==> src/rtl/tcu_core_req_resp.sv <==
// Core-side responder for TCU core requests: polls CORE_REQ_INT, hands foreign-message
// requests to the core, then clears the interrupt and writes a RESP back to CORE_REQ.
module tcu_core_req_resp #(
  parameter int TCU_REG_DATA_SIZE = 64,
  parameter int TCU_REG_ADDR_SIZE = 32,
  parameter int TCU_REG_BSEL_SIZE = 8,
  parameter int TCU_EP_SIZE       = 16,
  parameter int TCU_VPEID_SIZE    = 16,
  parameter logic [TCU_REG_ADDR_SIZE-1:0] TCU_REGADDR_CORE_CFG_START = 32'h0000_3000,
  parameter logic [TCU_REG_ADDR_SIZE-1:0] TCU_REGADDR_CORE_REQ       = 32'h0000_3018,
  parameter logic [TCU_REG_ADDR_SIZE-1:0] TCU_REGADDR_CORE_REQ_INT   = TCU_REGADDR_CORE_CFG_START + 32'h8,
  parameter int POLL_INTERVAL     = 16
) (
  input  logic                         clk_i,
  input  logic                         reset_n_i,
  input  logic                         enable_i,
  output logic                         resp_reg_en_o,
  output logic [TCU_REG_BSEL_SIZE-1:0] resp_reg_wben_o,
  output logic [TCU_REG_ADDR_SIZE-1:0] resp_reg_addr_o,
  output logic [TCU_REG_DATA_SIZE-1:0] resp_reg_wdata_o,
  input  logic [TCU_REG_DATA_SIZE-1:0] resp_reg_rdata_i,
  input  logic                         resp_reg_stall_i,
  output logic                         req_valid_o,
  output logic [TCU_EP_SIZE-1:0]       req_ep_o,
  output logic [TCU_VPEID_SIZE-1:0]    req_vpeid_o,
  input  logic                         req_ready_i,
  output logic                         resp_ready_o,
  input  logic                         resp_valid_i,
  output logic                         busy_o,
  output logic [7:0]                   stale_cnt_o
);

  localparam logic [3:0] ST_IDLE       = 4'd0;
  localparam logic [3:0] ST_INT_RD     = 4'd1;
  localparam logic [3:0] ST_INT_CHK    = 4'd2;
  localparam logic [3:0] ST_REQ_RD     = 4'd3;
  localparam logic [3:0] ST_REQ_CHK    = 4'd4;
  localparam logic [3:0] ST_DELIVER    = 4'd5;
  localparam logic [3:0] ST_WAIT_RESP  = 4'd6;
  localparam logic [3:0] ST_CLEAR_INT  = 4'd7;
  localparam logic [3:0] ST_WRITE_RESP = 4'd8;

  localparam logic [1:0]  TYPE_RESP   = 2'd1;
  localparam logic [1:0]  TYPE_FORMSG = 2'd2;
  localparam logic [15:0] POLL_RELOAD = 16'(POLL_INTERVAL - 1);

  logic [3:0]                state_r;
  logic [3:0]                state_nxt_s;
  logic [15:0]               poll_cnt_r;
  logic [7:0]                stale_cnt_r;
  logic [TCU_EP_SIZE-1:0]    ep_r;
  logic [TCU_VPEID_SIZE-1:0] vpeid_r;
  logic                      from_resp_r;
  logic [1:0]                rd_type_s;
  logic [TCU_EP_SIZE-1:0]    rd_ep_s;
  logic [TCU_VPEID_SIZE-1:0] rd_vpeid_s;
  logic                      rd_zero_s;

  // CORE_REQ value announcing that the core has handled the request
  function automatic logic [TCU_REG_DATA_SIZE-1:0] pack_resp(
    input logic [TCU_EP_SIZE-1:0]    ep,
    input logic [TCU_VPEID_SIZE-1:0] vpeid
  );
    logic [TCU_REG_DATA_SIZE-1:0] word;
    word = {TCU_REG_DATA_SIZE{1'b0}};
    word[1:0] = TYPE_RESP;
    word[TCU_EP_SIZE+1:2] = ep;
    word[TCU_REG_DATA_SIZE-1 -: TCU_VPEID_SIZE] = vpeid;
    return word;
  endfunction

  assign rd_type_s  = resp_reg_rdata_i[1:0];
  assign rd_ep_s    = resp_reg_rdata_i[TCU_EP_SIZE+1:2];
  assign rd_vpeid_s = resp_reg_rdata_i[TCU_REG_DATA_SIZE-1 -: TCU_VPEID_SIZE];
  assign rd_zero_s  = (resp_reg_rdata_i == {TCU_REG_DATA_SIZE{1'b0}});

  // Next-state decode; the *_CHK states consume rdata one cycle after the accepted read
  always_comb begin
    state_nxt_s = state_r;
    case (state_r)
      ST_IDLE: begin
        if ((poll_cnt_r == 16'd0) && enable_i) state_nxt_s = ST_INT_RD;
        else                                   state_nxt_s = ST_IDLE;
      end
      ST_INT_RD: begin
        if (!resp_reg_stall_i) state_nxt_s = ST_INT_CHK;
        else                   state_nxt_s = ST_INT_RD;
      end
      ST_INT_CHK: begin
        if (rd_zero_s) state_nxt_s = ST_IDLE;
        else           state_nxt_s = ST_REQ_RD;
      end
      ST_REQ_RD: begin
        if (!resp_reg_stall_i) state_nxt_s = ST_REQ_CHK;
        else                   state_nxt_s = ST_REQ_RD;
      end
      ST_REQ_CHK: begin
        if (rd_type_s == TYPE_FORMSG)    state_nxt_s = ST_DELIVER;
        else if (rd_type_s == TYPE_RESP) state_nxt_s = ST_IDLE;
        else                             state_nxt_s = ST_CLEAR_INT;
      end
      ST_DELIVER: begin
        if (req_ready_i) state_nxt_s = ST_WAIT_RESP;
        else             state_nxt_s = ST_DELIVER;
      end
      ST_WAIT_RESP: begin
        if (resp_valid_i) state_nxt_s = ST_CLEAR_INT;
        else              state_nxt_s = ST_WAIT_RESP;
      end
      ST_CLEAR_INT: begin
        if (resp_reg_stall_i) state_nxt_s = ST_CLEAR_INT;
        else if (from_resp_r) state_nxt_s = ST_WRITE_RESP;
        else                  state_nxt_s = ST_IDLE;
      end
      ST_WRITE_RESP: begin
        if (!resp_reg_stall_i) state_nxt_s = ST_IDLE;
        else                   state_nxt_s = ST_WRITE_RESP;
      end
      default: state_nxt_s = ST_IDLE;
    endcase
  end

  // State register
  always_ff @(posedge clk_i or negedge reset_n_i) begin
    if (!reset_n_i) state_r <= ST_IDLE;
    else            state_r <= state_nxt_s;
  end

  // Poll interval counter: reloaded whenever IDLE is re-entered
  always_ff @(posedge clk_i or negedge reset_n_i) begin
    if (!reset_n_i) begin
      poll_cnt_r <= POLL_RELOAD;
    end else if ((state_r != ST_IDLE) && (state_nxt_s == ST_IDLE)) begin
      poll_cnt_r <= POLL_RELOAD;
    end else if ((state_r == ST_IDLE) && (poll_cnt_r != 16'd0)) begin
      poll_cnt_r <= poll_cnt_r - 16'd1;
    end else begin
      poll_cnt_r <= poll_cnt_r;
    end
  end

  // Request capture and the flag that routes CLEAR_INT on to WRITE_RESP
  always_ff @(posedge clk_i or negedge reset_n_i) begin
    if (!reset_n_i) begin
      ep_r        <= {TCU_EP_SIZE{1'b0}};
      vpeid_r     <= {TCU_VPEID_SIZE{1'b0}};
      from_resp_r <= 1'b0;
    end else if (state_r == ST_REQ_CHK) begin
      from_resp_r <= 1'b0;
      if (rd_type_s == TYPE_FORMSG) begin
        ep_r    <= rd_ep_s;
        vpeid_r <= rd_vpeid_s;
      end
    end else if ((state_r == ST_WAIT_RESP) && resp_valid_i) begin
      from_resp_r <= 1'b1;
    end
  end

  // Stale-request counter, saturating
  always_ff @(posedge clk_i or negedge reset_n_i) begin
    if (!reset_n_i) begin
      stale_cnt_r <= 8'd0;
    end else if ((state_r == ST_REQ_CHK) && (rd_type_s != TYPE_FORMSG) &&
                 (rd_type_s != TYPE_RESP) && (stale_cnt_r != 8'hFF)) begin
      stale_cnt_r <= stale_cnt_r + 8'd1;
    end
  end

  // Register-port drive, decoded from state and the captured request
  always_comb begin
    resp_reg_en_o    = 1'b0;
    resp_reg_wben_o  = {TCU_REG_BSEL_SIZE{1'b0}};
    resp_reg_addr_o  = {TCU_REG_ADDR_SIZE{1'b0}};
    resp_reg_wdata_o = {TCU_REG_DATA_SIZE{1'b0}};
    case (state_r)
      ST_INT_RD: begin
        resp_reg_en_o   = 1'b1;
        resp_reg_addr_o = TCU_REGADDR_CORE_REQ_INT;
      end
      ST_REQ_RD: begin
        resp_reg_en_o   = 1'b1;
        resp_reg_addr_o = TCU_REGADDR_CORE_REQ;
      end
      ST_CLEAR_INT: begin
        resp_reg_en_o   = 1'b1;
        resp_reg_wben_o = {TCU_REG_BSEL_SIZE{1'b1}};
        resp_reg_addr_o = TCU_REGADDR_CORE_REQ_INT;
      end
      ST_WRITE_RESP: begin
        resp_reg_en_o    = 1'b1;
        resp_reg_wben_o  = {TCU_REG_BSEL_SIZE{1'b1}};
        resp_reg_addr_o  = TCU_REGADDR_CORE_REQ;
        resp_reg_wdata_o = pack_resp(ep_r, vpeid_r);
      end
      default: begin
        resp_reg_en_o = 1'b0;
      end
    endcase
  end

  assign req_valid_o  = (state_r == ST_DELIVER);
  assign resp_ready_o = (state_r == ST_WAIT_RESP);
  assign busy_o       = (state_r != ST_IDLE);
  assign req_ep_o     = ep_r;
  assign req_vpeid_o  = vpeid_r;
  assign stale_cnt_o  = stale_cnt_r;

endmodule
==> config.mk <==
export PLATFORM = sky130hd
export DESIGN_NAME = tcu_core_req_resp
export DESIGN_NICKNAME = d
export VERILOG_FILES = /design/src/rtl/tcu_core_req_resp.sv
export SDC_FILE = /design/constraint.sdc
export NUM_CORES = 1
export LEC_CHECK = 0
export BUFFER_PORTS_ARGS = -buffer_cell sky130_fd_sc_hd__buf_4
export CELL_PAD_IN_SITES_DETAIL_PLACEMENT = 1
export CELL_PAD_IN_SITES_GLOBAL_PLACEMENT = 1
export CORE_MARGIN = 2
export CORE_UTILIZATION = 30
export CTS_CLUSTER_SIZE = 25
export DETAILED_ROUTE_END_ITERATION = 6
export PLACE_DENSITY = 0.77
export SLEW_MARGIN = 20
export SYNTH_ARGS = -nofsm -noshare
export SYNTH_HDL_FRONTEND = slang
export SYNTH_SLANG_ARGS = --single-unit
==> constraint.sdc <==
create_clock -name clk_i -period 3 [get_ports clk_i]
set_input_delay 0.15 -clock clk_i [delete_from_list [all_inputs] [get_ports clk_i]]
set_output_delay 0.15 -clock clk_i [all_outputs]
set_load 0.03 [all_outputs]
After elaboration in Yosys (flattened, before gate mapping):

Cells that the tools add are included.

* register bits: 61
* input port bits: 70
* output and inout port bits: 148

* $add $sub $neg: 2
* eq/ne operators: 13
* mux-type cells: 20
* reductions and logical operators: 20

Operators by type and width (number)
* $logic_not 64->1: 1
* $mux 64: 1
* $pmux 4 s9: 1
* $mux 16: 2
* $pmux 14 s2: 1
* $eq 4x3->1 const B: 4
* $logic_not 16->1: 1
* $reduce_bool 16->1: 1
* $sub 16x1->16 const B: 1
* $mux 4: 3
* $mux 3: 3
* $add 8x1->8 const B: 1
* $eq 4x2->1 const B: 2
* $logic_not 4->1: 2
* $mux 8: 1
* $ne 8x8->1 const B: 1
* $logic_and 1x1->1: 7
* $mux 2: 3
* $reduce_or 2->1: 3
* $mux 1: 5
* $eq 4x1->1 const B: 1
* $eq 4x4->1 const B: 1
* $reduce_bool 2->1: 2
* $reduce_bool 4->1: 1
* other kinds (6): 6

Depth between registers and ports, before layout:

* depth in word-level cells: 7
* mapped depth: 8
* mapped depth without buffers: 7

Least setup slack after synthesis:

Ideal clock, no wire load.

* kind: register -> output
* start point: reg state_r[2]
* end point: out resp_reg_addr_o[12]
* arrival time: 2.038 ns
* required time: 2.850 ns
* setup slack: 0.812 ns
* stages on the path, launching flop included: 6
* path buffers: 3
* cell sequence: dfrtp_1 > buf_2 > clkbuf_1 > nor2b_1 > o32ai_1 > buf_4

* cells in the longest elaborated chain, start to end: 3
* elaborated cells on any way between the ends: 7
* classes of those cells: eq/ne: 4; mux: 1; reduce/logical: 2

RTL lines
* start: declaration: line 47 `logic [3:0] state_r;`
* start signal: assignment: line 126 `else state_r <= state_nxt_s;`
* $eq 4x4->1 (tied with other cells): line 175 `case (state_r)`
* $reduce_or 2->1 (no source line)
* $pmux 14 s2 (*): line 175
* end: declaration: line 19 `output logic [TCU_REG_ADDR_SIZE-1:0] resp_reg_addr_o,`

Every way passes the cells marked *; elsewhere a longest branch is shown, timed or not.

Final worst setup path:

* start point: reg state_r[2]
* end point: reg poll_cnt_r[13]

* cells in the longest elaborated chain, start to end: 5
* elaborated cells on any way between the ends: 16
* classes of those cells: eq/ne: 8; mux: 2; reduce/logical: 6

RTL lines
* $eq 4x4->1 (tied with other cells): line 80 `case (state_r)`
* $pmux 4 s9: line 80
* $logic_not 4->1: line 133 `end else if ((state_r != ST_IDLE) && (state_nxt_s == ST_IDLE)) begin`
* $logic_and 1x1->1: line 133
* $mux 16 or $reduce_bool 2->1 (tied branches)
* end signal: assignment: line 136 `poll_cnt_r <= poll_cnt_r - 16'd1;`
* end signal: assignment: line 138 `poll_cnt_r <= poll_cnt_r;`
* end: declaration: line 49 `logic [15:0] poll_cnt_r;`

Several ways; a longest one is shown, not always the timed one.
A chain may end at the register's enable or synchronous reset.

==> flow_summary.ini <==
[global_routing]
grt_pass1_vias = 3286
grt_pass1_wl_um = 16900
antenna_found_initial = 0
grt_usage = 0.161
overflow = 0
grt_max_degree = 62

[die]
start_util = 0.306
coreArea_mm2 = 0.0125
die_x_um = 117
dieArea_mm2 = 0.0137
die_y_um = 117
num_rows = 41
io_pins = 218

[yosys]
netlist_area_mm2 = 0.00383
synth-edff-count = 0
avgSynthCellArea_um2 = 10.2
ys_warn_count = 0
yosys_most_used_dff = dfrtp_1
ys_seq_area_frac = 0.400
ys_types = 51
ys_ff_latch = 61
ys_async_sr_fraction = 1.00
synthCells = 374

[sta]
slew_headroom = 0.465
setup_tns_ps = 0
rsz0062_at_grt = false
hold_violations = 0
final-max-slew-violation-count = 0
setup_viol = 0
fin_crit_sh = 0.756
tightest_slew_ps = 802
finalCriticalPeriod_ps = 2270
fmax_mhz = 441
fin_skew_ps = 5.82

[critical_path]
path_class = flop to flop
r2r_slack_ps = 730
critPathCaptureType = flop
cpPeakStageDelay_ps = 680
cp_cell_sequence = nand2b_1, a21oi_1, a2111oi_0, nor4_1, buf_4, a21oi_1
critPathSlowestCell = dfrtp_1
rr_worst_depth = 6
arrival_ps = 2510
cp.required_ps = 3240
cp.depth = 6
startpoint_type = flop
critPathBufInv = 1
path_max_fanout = 18
path_common_cell = a21oi_1
crit_family = compound AO/OA/AOI/OAI gates

[route]
drc_errors = 0
wl_per_cell_um = 16.4
final_antenna_net_count = 0
drt_iter0_drc = 162
dr.pass1.iters = 4
wirelength_um = 11500
drt-vias-per-instance = 4.53
num_vias = 3173

[final_layout]
register_area_mm2 = 0.00153
final_cell_mix = buf_4, conb_1, dfrtp_1
antenna_cells = 0
finalNonFillerCells = 701
nets = 600
multi_input_area_mm2 = 0.00191
drive_gt1_frac = 0.369
area_delta_synth_final_pct = 35.5
fill_cells = 1471
final_common_cell = buf_4

[place]
io_buffer_count = 158
place_congestion = 0.773
hpwlAfterDp_um = 8900
dp_cells = 684

[power_and_ir_drop]
pwr_density_cell_mw_per_mm2 = 869
power.leakage_uw = 0.00257
max-vdd-ir-drop_uv = 285
total_power_uw = 4510

[run]
cap_violations = 0

[status]
status = complete, no violations

[clock_tree]
cts_resized = 0
clock_latency_ps = 320
numCtsBuffers = 9
clock_path_buffers = 2
cts-root-buf = clkbuf_16
path_clk_slew_ps = 50
cts.sinks = 61
cts_max_level = 3
postCtsSetupBuffers = 0
cts_tree = built

[min_path]
hold_class = input port to flop
hold_depth = 2
registers in the layout, indices dropped and copies added, names as in the netlist:
name / cells
poll_cnt_r: 16
req_ep_o: 16
req_vpeid_o: 16
stale_cnt_o: 8
state_r: 4
from_resp_r: 1
through the flow:
step	cell area, um^2	hold slack, ps	utilization	setup slack (ps)
5_1_grt	5190	50.0	0.414	519
3_3_place_gp	4900	277	0.392	679
4_1_cts	5190	39.8	0.414	746
3_5_place_dp	4900	294	0.392	585
2_1_floorplan	4040	-146	-	812
6_report	5190	48.1	0.414	733
logic make-up (layout without fill, tap and decap cells):
| family | count (synthesis) | count (layout) | synth area share |
|---|---|---|---|
| AOI/OAI and AO/OA | 37 | 37 | 0.0595 |
| xor gates and xnor gates | 21 | 21 | 0.0481 |
| adders and majority gates | 6 | 6 | 0.0196 |
| buffers and inverters | 90 | 187 | 0.158 |
| DFF | 61 | 61 | 0.400 |
| muxes | 33 | 33 | 0.0971 |
| other | 1 | 59 | 0.000980 |
| and+or+nand+nor | 125 | 125 | 0.216 |
final timing paths:
path	startpoint	endpoint
max	state_r[2]	poll_cnt_r[13]
min	resp_reg_rdata_i[2]	req_ep_o[0]
min reg2reg	req_ep_o[0]	req_ep_o[0]
max reg2reg	state_r[2]	poll_cnt_r[13]
max in group asynchronous	reset_n_i	req_vpeid_o[12]
min in group asynchronous	reset_n_i	poll_cnt_r[12]
worst register-to-register path: stages, from the launching register on:
cell       delay [ps]
dfrtp_1           680
nand2b_1          250
a21oi_1            80
a2111oi_0         670
nor4_1            100
buf_4             220
a21oi_1           180
what timing repair did:
| action | 4_1_cts | 5_1_grt |
|---|---|---|
| hold buffers | 1 | 0 |
| hold endpoints to repair | 57 | 0 |
| endpoints found under the setup margin | 0 | 0 |
area by class of cell:
type	count	share of cell area
clock buffer	15	0.0516
clock inverter	1	0.000965
inverter	8	0.00579
multi-input combinational	281	0.368
sequential	61	0.295
tap	172	0.0415
timing repair buffer	163	0.236
per-layer routing:
metal | part of all wire | GRT usage
met1 | 0.38 | 0.179
met2 | 0.53 | 0.302
met3 | 0.069 | 0.0335
met4 | 0.018 | 0.0565
met5 | 0 | 0
Yosys cell counts, types with 2 or more instances:
cell type / n / share of area
mux2_1: 33 / 0.097
inv_1: 6 / 0.0059
or4_1: 2 / 0.0039
nor4_2: 3 / 0.0098
and2_1: 32 / 0.052
or2_1: 2 / 0.0033
buf_4: 68 / 0.13
xor2_1: 3 / 0.0069
nor3_1: 9 / 0.012
a21oi_1: 18 / 0.024
nor4b_1: 2 / 0.0046
dfstp_2: 4 / 0.027
buf_1: 3 / 0.0029
or4_4: 3 / 0.0088
nor2b_1: 2 / 0.0033
nor4_4: 2 / 0.011
nor2_1: 13 / 0.013
o21ai_1: 5 / 0.0065
nor4b_2: 2 / 0.0078
nand2b_1: 6 / 0.0098
or3_1: 6 / 0.0098
inv_2: 2 / 0.0020
o32ai_1: 2 / 0.0046
dfrtp_1: 57 / 0.37
nor4_1: 18 / 0.029
buf_2: 3 / 0.0039
nand2_1: 9 / 0.0088
xnor2_1: 18 / 0.041
clkbuf_1: 7 / 0.0069
ha_1: 6 / 0.020
nand4_1: 8 / 0.013
power by group:
part           switching [uW]  total [uW]  internal [uW]
clock network             346         950            603
logic                    1350        2130            782
registers                 306        1430           1120
total                    2000        4510           2510
(Power assumes the default switching activity.)
